**src/rtl/uart_tx.sv**
```systemverilog
// uart_tx: UART transmitter. Serialises one byte per frame onto tx_bit_o: a start bit,
// DATA_BITS data bits LSB first, an optional parity bit and STOP_BITS stop bits. Each bit
// occupies one tick of the baud clock. A one-entry holding register lets a new byte be
// queued while a frame is on the line, so frames can follow each other without an idle tick.
//
// Ports:
//   tick_i      baud clock; all state changes on its rising edge
//   rst_ni      asynchronous reset, active low
//   tx_en_i     1 = block advances; 0 = all state and outputs frozen, inputs ignored
//   tx_start_i  request to load data_in_i into the holding register (taken when tx_ready_o=1)
//   data_in_i   byte to send; bits above DATA_BITS-1 are ignored
//   tx_ready_o  holding register empty
//   tx_busy_o   frame on the line (start bit through last stop bit)
//   tx_done_o   one-tick pulse after the final stop bit has completed
//   tx_bit_o    serial line, idle high
module uart_tx #(
  parameter int unsigned DATA_BITS  = 8,
  parameter bit          PARITY_EN  = 1'b0,
  parameter bit          PARITY_ODD = 1'b0,
  parameter int unsigned STOP_BITS  = 1
) (
  input  logic       tick_i,
  input  logic       rst_ni,
  input  logic       tx_en_i,
  input  logic       tx_start_i,
  input  logic [7:0] data_in_i,
  output logic       tx_ready_o,
  output logic       tx_busy_o,
  output logic       tx_done_o,
  output logic       tx_bit_o
);

  typedef enum logic [2:0] {StIdle, StStart, StData, StParity, StStop} state_e;

  localparam logic [2:0] DataLast = 3'(DATA_BITS - 1);
  localparam logic [2:0] StopLast = 3'(STOP_BITS - 1);
  localparam logic [7:0] DataMask = 8'((1 << DATA_BITS) - 1);

  state_e     state_q, state_d;
  logic [2:0] cnt_q, cnt_d;
  logic [7:0] shift_q, shift_d;
  logic [7:0] hold_q, hold_d;
  logic       hold_valid_q, hold_valid_d;
  logic       par_q, par_d;
  logic       tx_bit_q, tx_bit_d;
  logic       tx_busy_q, tx_busy_d;
  logic       tx_done_q, tx_done_d;
  logic       tx_ready_q, tx_ready_d;

  logic accept, load, data_last, stop_last;

  assign accept    = tx_start_i & tx_ready_q;
  assign data_last = (cnt_q == DataLast);
  assign stop_last = (cnt_q == StopLast);
  // Hold moves to the shifter when idle, or at the end of the last stop bit (back-to-back).
  assign load      = hold_valid_q & ((state_q == StIdle) | ((state_q == StStop) & stop_last));

  // State register: everything freezes while tx_en_i is low.
  always_ff @(posedge tick_i or negedge rst_ni) begin
    if (!rst_ni) begin
      state_q      <= StIdle;
      cnt_q        <= '0;
      shift_q      <= '0;
      hold_q       <= '0;
      hold_valid_q <= 1'b0;
      par_q        <= 1'b0;
      tx_bit_q     <= 1'b1;
      tx_busy_q    <= 1'b0;
      tx_done_q    <= 1'b0;
      tx_ready_q   <= 1'b1;
    end else if (tx_en_i) begin
      state_q      <= state_d;
      cnt_q        <= cnt_d;
      shift_q      <= shift_d;
      hold_q       <= hold_d;
      hold_valid_q <= hold_valid_d;
      par_q        <= par_d;
      tx_bit_q     <= tx_bit_d;
      tx_busy_q    <= tx_busy_d;
      tx_done_q    <= tx_done_d;
      tx_ready_q   <= tx_ready_d;
    end
  end

  // Next-state: sequencing, bit counter, shifter and holding register.
  always_comb begin
    state_d = state_q;
    cnt_d   = cnt_q;
    shift_d = shift_q;
    par_d   = par_q;
    unique case (state_q)
      StIdle: begin
        if (hold_valid_q) state_d = StStart;
      end
      StStart: begin
        shift_d = shift_q >> 1;
        cnt_d   = '0;
        state_d = StData;
      end
      StData: begin
        if (data_last) begin
          cnt_d   = '0;
          state_d = PARITY_EN ? StParity : StStop;
        end else begin
          cnt_d   = cnt_q + 3'd1;
          shift_d = shift_q >> 1;
        end
      end
      StParity: begin
        cnt_d   = '0;
        state_d = StStop;
      end
      StStop: begin
        if (stop_last) begin
          cnt_d   = '0;
          state_d = hold_valid_q ? StStart : StIdle;
        end else begin
          cnt_d = cnt_q + 3'd1;
        end
      end
      default: state_d = StIdle;
    endcase

    if (load) begin
      shift_d = hold_q;
      par_d   = (^(hold_q & DataMask)) ^ PARITY_ODD;
    end

    hold_d       = hold_q;
    hold_valid_d = hold_valid_q & ~load;
    // An accept on the same edge as a transfer refills the hold immediately.
    if (accept) begin
      hold_d       = data_in_i;
      hold_valid_d = 1'b1;
    end
  end

  // Registered outputs: the value each output takes after the coming edge.
  always_comb begin
    tx_bit_d   = tx_bit_q;
    tx_busy_d  = tx_busy_q;
    tx_done_d  = 1'b0;
    tx_ready_d = ~hold_valid_d;
    unique case (state_q)
      StIdle: begin
        if (hold_valid_q) begin
          tx_bit_d  = 1'b0;
          tx_busy_d = 1'b1;
        end
      end
      StStart: tx_bit_d = shift_q[0];
      StData: begin
        if (data_last) tx_bit_d = PARITY_EN ? par_q : 1'b1;
        else           tx_bit_d = shift_q[0];
      end
      StParity: tx_bit_d = 1'b1;
      StStop: begin
        tx_bit_d = 1'b1;
        if (stop_last) begin
          tx_done_d = 1'b1;
          if (hold_valid_q) tx_bit_d = 1'b0;
          else              tx_busy_d = 1'b0;
        end
      end
      default: tx_bit_d = 1'b1;
    endcase
  end

  assign tx_bit_o   = tx_bit_q;
  assign tx_busy_o  = tx_busy_q;
  assign tx_done_o  = tx_done_q;
  assign tx_ready_o = tx_ready_q;

endmodule

```
**config.mk**
```make
export PLATFORM = sky130hd
export DESIGN_NAME = uart_tx
export DESIGN_NICKNAME = d
export VERILOG_FILES = /design/src/rtl/uart_tx.sv
export SDC_FILE = /design/constraint.sdc
export NUM_CORES = 1
export LEC_CHECK = 0
export CAP_MARGIN = 20
export CORE_MARGIN = 2
export CORE_UTILIZATION = 58
export DETAILED_ROUTE_END_ITERATION = 16
export PLACE_DENSITY = 0.84
export SLEW_MARGIN = 25
export SYNTH_ARGS = -nofsm -noshare
export SYNTH_HDL_FRONTEND = slang
export SYNTH_SLANG_ARGS = --single-unit
```
**constraint.sdc**
```tcl
create_clock -name tick_i -period 4.25 [get_ports tick_i]
set_input_delay 0.425 -clock tick_i [delete_from_list [all_inputs] [get_ports tick_i]]
set_output_delay 0.425 -clock tick_i [all_outputs]
set_load 0.005 [all_outputs]
```
==> flow_results.xml <==
<?xml version="1.0" encoding="UTF-8"?>
<metrics>
  <group name="sta">
    <metric name="final-max-slew-violation-count" unit="">0</metric>
    <metric name="finalSetupTns" unit="ns">0</metric>
    <metric name="hold_viol" unit="">0</metric>
    <metric name="fin_hold_ws" unit="ns">0.450</metric>
    <metric name="achievable-frequency" unit="GHz">0.472</metric>
    <metric name="relSlewSlack" unit="%">42.6</metric>
    <metric name="rsz0062_at_grt" unit="">false</metric>
    <metric name="worst-slew-pin-transition" unit="ns">0.860</metric>
    <metric name="final_setup_skew" unit="ns">0.00302</metric>
    <metric name="finalCritPeriodShare" unit="%">49.8</metric>
    <metric name="report.final.setup_viol" unit="">0</metric>
    <metric name="postLayoutSetupSlackWorst" unit="ns">2.13</metric>
    <metric name="final_period_minus_worst_setup_slack" unit="ns">2.12</metric>
  </group>
  <group name="critical_path">
    <metric name="capture_point_of_the_worst_reg_to_reg_path" unit="">shift_q[5]</metric>
    <metric name="critical_path_class" unit="">reg -&gt; reg</metric>
    <metric name="highest_fanout_seen_on_the_critical_path" unit="">11</metric>
    <metric name="launch_point_of_the_worst_reg_to_reg_path" unit="">cnt_q[0]</metric>
    <metric name="worstPathArrival" unit="ns">2.35</metric>
    <metric name="kind_of_capture_point_of_the_worst_setup_path" unit="">flip-flop</metric>
    <metric name="startpoint_type" unit="">flip-flop</metric>
    <metric name="r2r.worst_path.cells" unit="">6</metric>
    <metric name="cp_data_required_time" unit="ns">4.49</metric>
    <metric name="reg2reg_setup_slack" unit="ns">2.13</metric>
  </group>
  <group name="yosys">
    <metric name="cell_area_after_synthesis" unit="sq mm">0.00133</metric>
    <metric name="synth.area.top_cells" unit="">sky130_fd_sc_hd__dfrtp_1 47%, sky130_fd_sc_hd__mux2_2 9.3%, sky130_fd_sc_hd__o22a_1 4.6%</metric>
    <metric name="postSynthNetCount" unit="">129</metric>
    <metric name="post_syn_area_per_cell" unit="sq um">11.6</metric>
    <metric name="ys_async_sr_fraction" unit="%">100</metric>
    <metric name="ys_warn_count" unit="">0</metric>
    <metric name="ys_seq_area_share" unit="%">51.1</metric>
    <metric name="number_of_enable_type_register_cells_in_the_synthesized_netlist" unit="">0</metric>
    <metric name="post-synth-top-area-fraction" unit="%">47.2</metric>
    <metric name="synth_ff_type" unit="">sky130_fd_sc_hd__dfrtp_1</metric>
    <metric name="post_synth_inst_count" unit="">114</metric>
    <metric name="synth.distinct_cells" unit="">36</metric>
    <metric name="most_area_hungry_cell_type_in_the_yosys_netlist" unit="">sky130_fd_sc_hd__dfrtp_1</metric>
    <metric name="ys_ff_latch" unit="">27</metric>
    <metric name="most_frequent_cell_after_synthesis" unit="">sky130_fd_sc_hd__dfrtp_1</metric>
    <metric name="synthTopCellsByCount" unit="">25 x sky130_fd_sc_hd__dfrtp_1, 11 x sky130_fd_sc_hd__mux2_2, 8 x sky130_fd_sc_hd__inv_1</metric>
  </group>
  <group name="clocking">
    <metric name="cts-buffers-inserted" unit="">3</metric>
    <metric name="root_cell_of_the_clock_tree" unit="">sky130_fd_sc_hd__clkbuf_4</metric>
    <metric name="max-clock-path-buffers" unit="">2</metric>
    <metric name="cts_setup_buffers" unit="">0</metric>
    <metric name="cts.hold.buffers_added" unit="">0</metric>
    <metric name="cts_resized" unit="">0</metric>
    <metric name="clock-sinks" unit="">27</metric>
    <metric name="clk-insertion-delay-late" unit="ns">0.33</metric>
    <metric name="tritoncts_clock_tree" unit="">done</metric>
    <metric name="clkTransAtPathRegs" unit="ns">0.15</metric>
    <metric name="clock_tree.htree_level_count" unit="">1</metric>
  </group>
  <group name="die">
    <metric name="floorplan.die_area" unit="sq mm">0.00269</metric>
    <metric name="chipHeight" unit="microns">51.8</metric>
    <metric name="pin_count" unit="">16</metric>
    <metric name="placement_rows" unit="">17</metric>
    <metric name="die-width" unit="microns">51.8</metric>
    <metric name="coreArea" unit="sq mm">0.00219</metric>
    <metric name="initial_utilization" unit="%">60.5</metric>
  </group>
  <group name="placement">
    <metric name="pre_cts_ws" unit="ns">1.97</metric>
    <metric name="place_hpwl" unit="microns">1780</metric>
    <metric name="placedInstanceArea" unit="sq mm">0.00149</metric>
    <metric name="place.port_buffers" unit="">15</metric>
    <metric name="gp_congestion" unit="">0.826</metric>
    <metric name="place_inst" unit="">153</metric>
  </group>
  <group name="global_route">
    <metric name="groute.layer.met3.usage" unit="%">3.45</metric>
    <metric name="gr-usage-met2" unit="%">33.3</metric>
    <metric name="globalRouteOverflowTotal" unit="">0</metric>
    <metric name="grt_busiest_layer" unit="">met2</metric>
    <metric name="grt_pass1_wl" unit="microns">4200</metric>
    <metric name="pin_count_of_the_biggest_net_entering_global_routing" unit="">28</metric>
    <metric name="antenna_found_initial" unit="">0</metric>
    <metric name="use_met1" unit="%">30.1</metric>
    <metric name="globalRouteTotalUtil" unit="%">21.7</metric>
    <metric name="grt_pass1_vias" unit="">923</metric>
  </group>
  <group name="power_and_ir_drop">
    <metric name="p_sw" unit="mW">0.383</metric>
    <metric name="portion_of_total_power_attributed_to_the_clock_network" unit="%">10.9</metric>
    <metric name="static-leakage-power" unit="nW">0.614</metric>
    <metric name="power.sequential.fraction" unit="%">47.7</metric>
    <metric name="cellInternalPower" unit="mW">0.650</metric>
    <metric name="netSwitchingFraction" unit="%">37.1</metric>
    <metric name="irDropWorstVdd" unit="mV">0.438</metric>
    <metric name="combinationalPowerShare" unit="%">41.4</metric>
    <metric name="p_per_area" unit="mW/mm^2">679</metric>
    <metric name="design_power_total" unit="mW">1.03</metric>
  </group>
  <group name="drt">
    <metric name="drt_pre_antenna_iters" unit="">4</metric>
    <metric name="dr.first_iter.drc_count" unit="">19</metric>
    <metric name="detail_route.drc_violations" unit="">0</metric>
    <metric name="routed_wirelength" unit="microns">2430</metric>
    <metric name="route.vias.total" unit="">919</metric>
    <metric name="routedWlPerCell" unit="microns">15.5</metric>
    <metric name="vias_per_cell" unit="">5.85</metric>
    <metric name="antenna_left" unit="">0</metric>
  </group>
  <group name="final_layout">
    <metric name="final_util" unit="%">69.4</metric>
    <metric name="final_nets" unit="">145</metric>
    <metric name="post_layout_nonfiller_instances" unit="">157</metric>
    <metric name="layout-drive-gt1-share" unit="%">17.8</metric>
    <metric name="n_antenna_cell" unit="">0</metric>
    <metric name="area_growth_syn_to_layout" unit="%">14.7</metric>
    <metric name="post-route-cell-area" unit="sq mm">0.00152</metric>
  </group>
  <group name="min_path">
    <metric name="worstHoldPathType" unit="">in -&gt; async</metric>
  </group>
  <group name="run">
    <metric name="drv_cap" unit="">0</metric>
  </group>
  <group name="status">
    <metric name="run_status" unit="">completed</metric>
  </group>
</metrics>
## area by class of cell
cell class                 count  area, sq um
fill                         159          669
timing repair buffer          16          158
inverter                       8         30.0
multi-input combinational     74          593
clock buffer                   3         22.5
tap                           28         35.0
sequential                    27          678
clock inverter                 1         5.00
## routing by layer
| layer | wire, microns | vias up |
|---|---|---|
| li1 | - | 453 |
| met1 | 1170 | 451 |
| met2 | 1160 | 11 |
| met3 | 54 | 4 |
| met4 | 47 | 0 |
| met5 | 0 | - |
## worst max-delay path, stage by stage, from the launching register on
cell and delay [ns]:
sky130_fd_sc_hd__dfrtp_1 0.41, sky130_fd_sc_hd__inv_1 0.06, sky130_fd_sc_hd__ha_1 0.22, sky130_fd_sc_hd__nor2b_1 0.15, sky130_fd_sc_hd__o2111ai_1 0.70, sky130_fd_sc_hd__nand2_2 0.24, sky130_fd_sc_hd__o21a_1 0.25
## kinds of logic after synthesis
group	after synthesis	share of synthesized area (%)
fa+ha+maj	4	3.68
mux	11	9.34
simple gates	17	7.74
flops	27	51.1
xor+xnor	1	0.660
buf+inv	13	4.15
compound gates	41	23.3
## power by group through the flow
| stage | combinational [mW] | clock [mW] | sequential (mW) |
|---|---|---|---|
| after global routing | 0.479 | 0.126 | 0.510 |
| after detailed placement | 0.431 | 0 | 0.498 |
| after floorplan | 0.357 | 0 | 0.448 |
| after global placement | 0.407 | 0 | 0.488 |
| final | 0.427 | 0.113 | 0.493 |
| after CTS | 0.432 | 0.115 | 0.492 |
## how the worst max path moves through the flow
| stage | start | slack (ns) | to |
|---|---|---|---|
| after floorplan | cnt_q[0] | 2.72 | shift_q[0] |
| after global placement | tx_en_i | 2.04 | shift_q[1] |
| after detailed placement | tx_en_i | 1.97 | shift_q[4] |
| after CTS | cnt_q[0] | 2.14 | shift_q[5] |
| after global routing | cnt_q[0] | 1.95 | shift_q[0] |
| final | cnt_q[0] | 2.13 | shift_q[5] |
## registers in the layout (all words and copies together), names as in the netlist
register	flops
tx_bit_o	1
hold_valid_q	1
tx_ready_o	1
state_q	3
tx_busy_o	1
cnt_q	3
tx_done_o	1
shift_q	8
hold_q	8
## placed cells by master, fill, tap and decap left out, types with 2 or more instances in the layout
| cell | n |
|---|---|
| sky130_fd_sc_hd__a21oi_1 | 3 |
| sky130_fd_sc_hd__clkdlybuf4s50_1 | 15 |
| sky130_fd_sc_hd__ha_1 | 3 |
| sky130_fd_sc_hd__nand3_1 | 2 |
| sky130_fd_sc_hd__nor2b_1 | 6 |
| sky130_fd_sc_hd__clkbuf_4 | 3 |
| sky130_fd_sc_hd__mux2_2 | 11 |
| sky130_fd_sc_hd__a22o_1 | 2 |
| sky130_fd_sc_hd__o22a_1 | 7 |
| sky130_fd_sc_hd__dfstp_2 | 2 |
| sky130_fd_sc_hd__o21ai_0 | 6 |
| sky130_fd_sc_hd__o31ai_1 | 2 |
| sky130_fd_sc_hd__dfrtp_1 | 25 |
| sky130_fd_sc_hd__inv_1 | 8 |
| sky130_fd_sc_hd__a22oi_1 | 3 |
| sky130_fd_sc_hd__nand2_1 | 2 |
| sky130_fd_sc_hd__o21a_1 | 7 |
No activity file was read; power rests on OpenSTA's default activity.
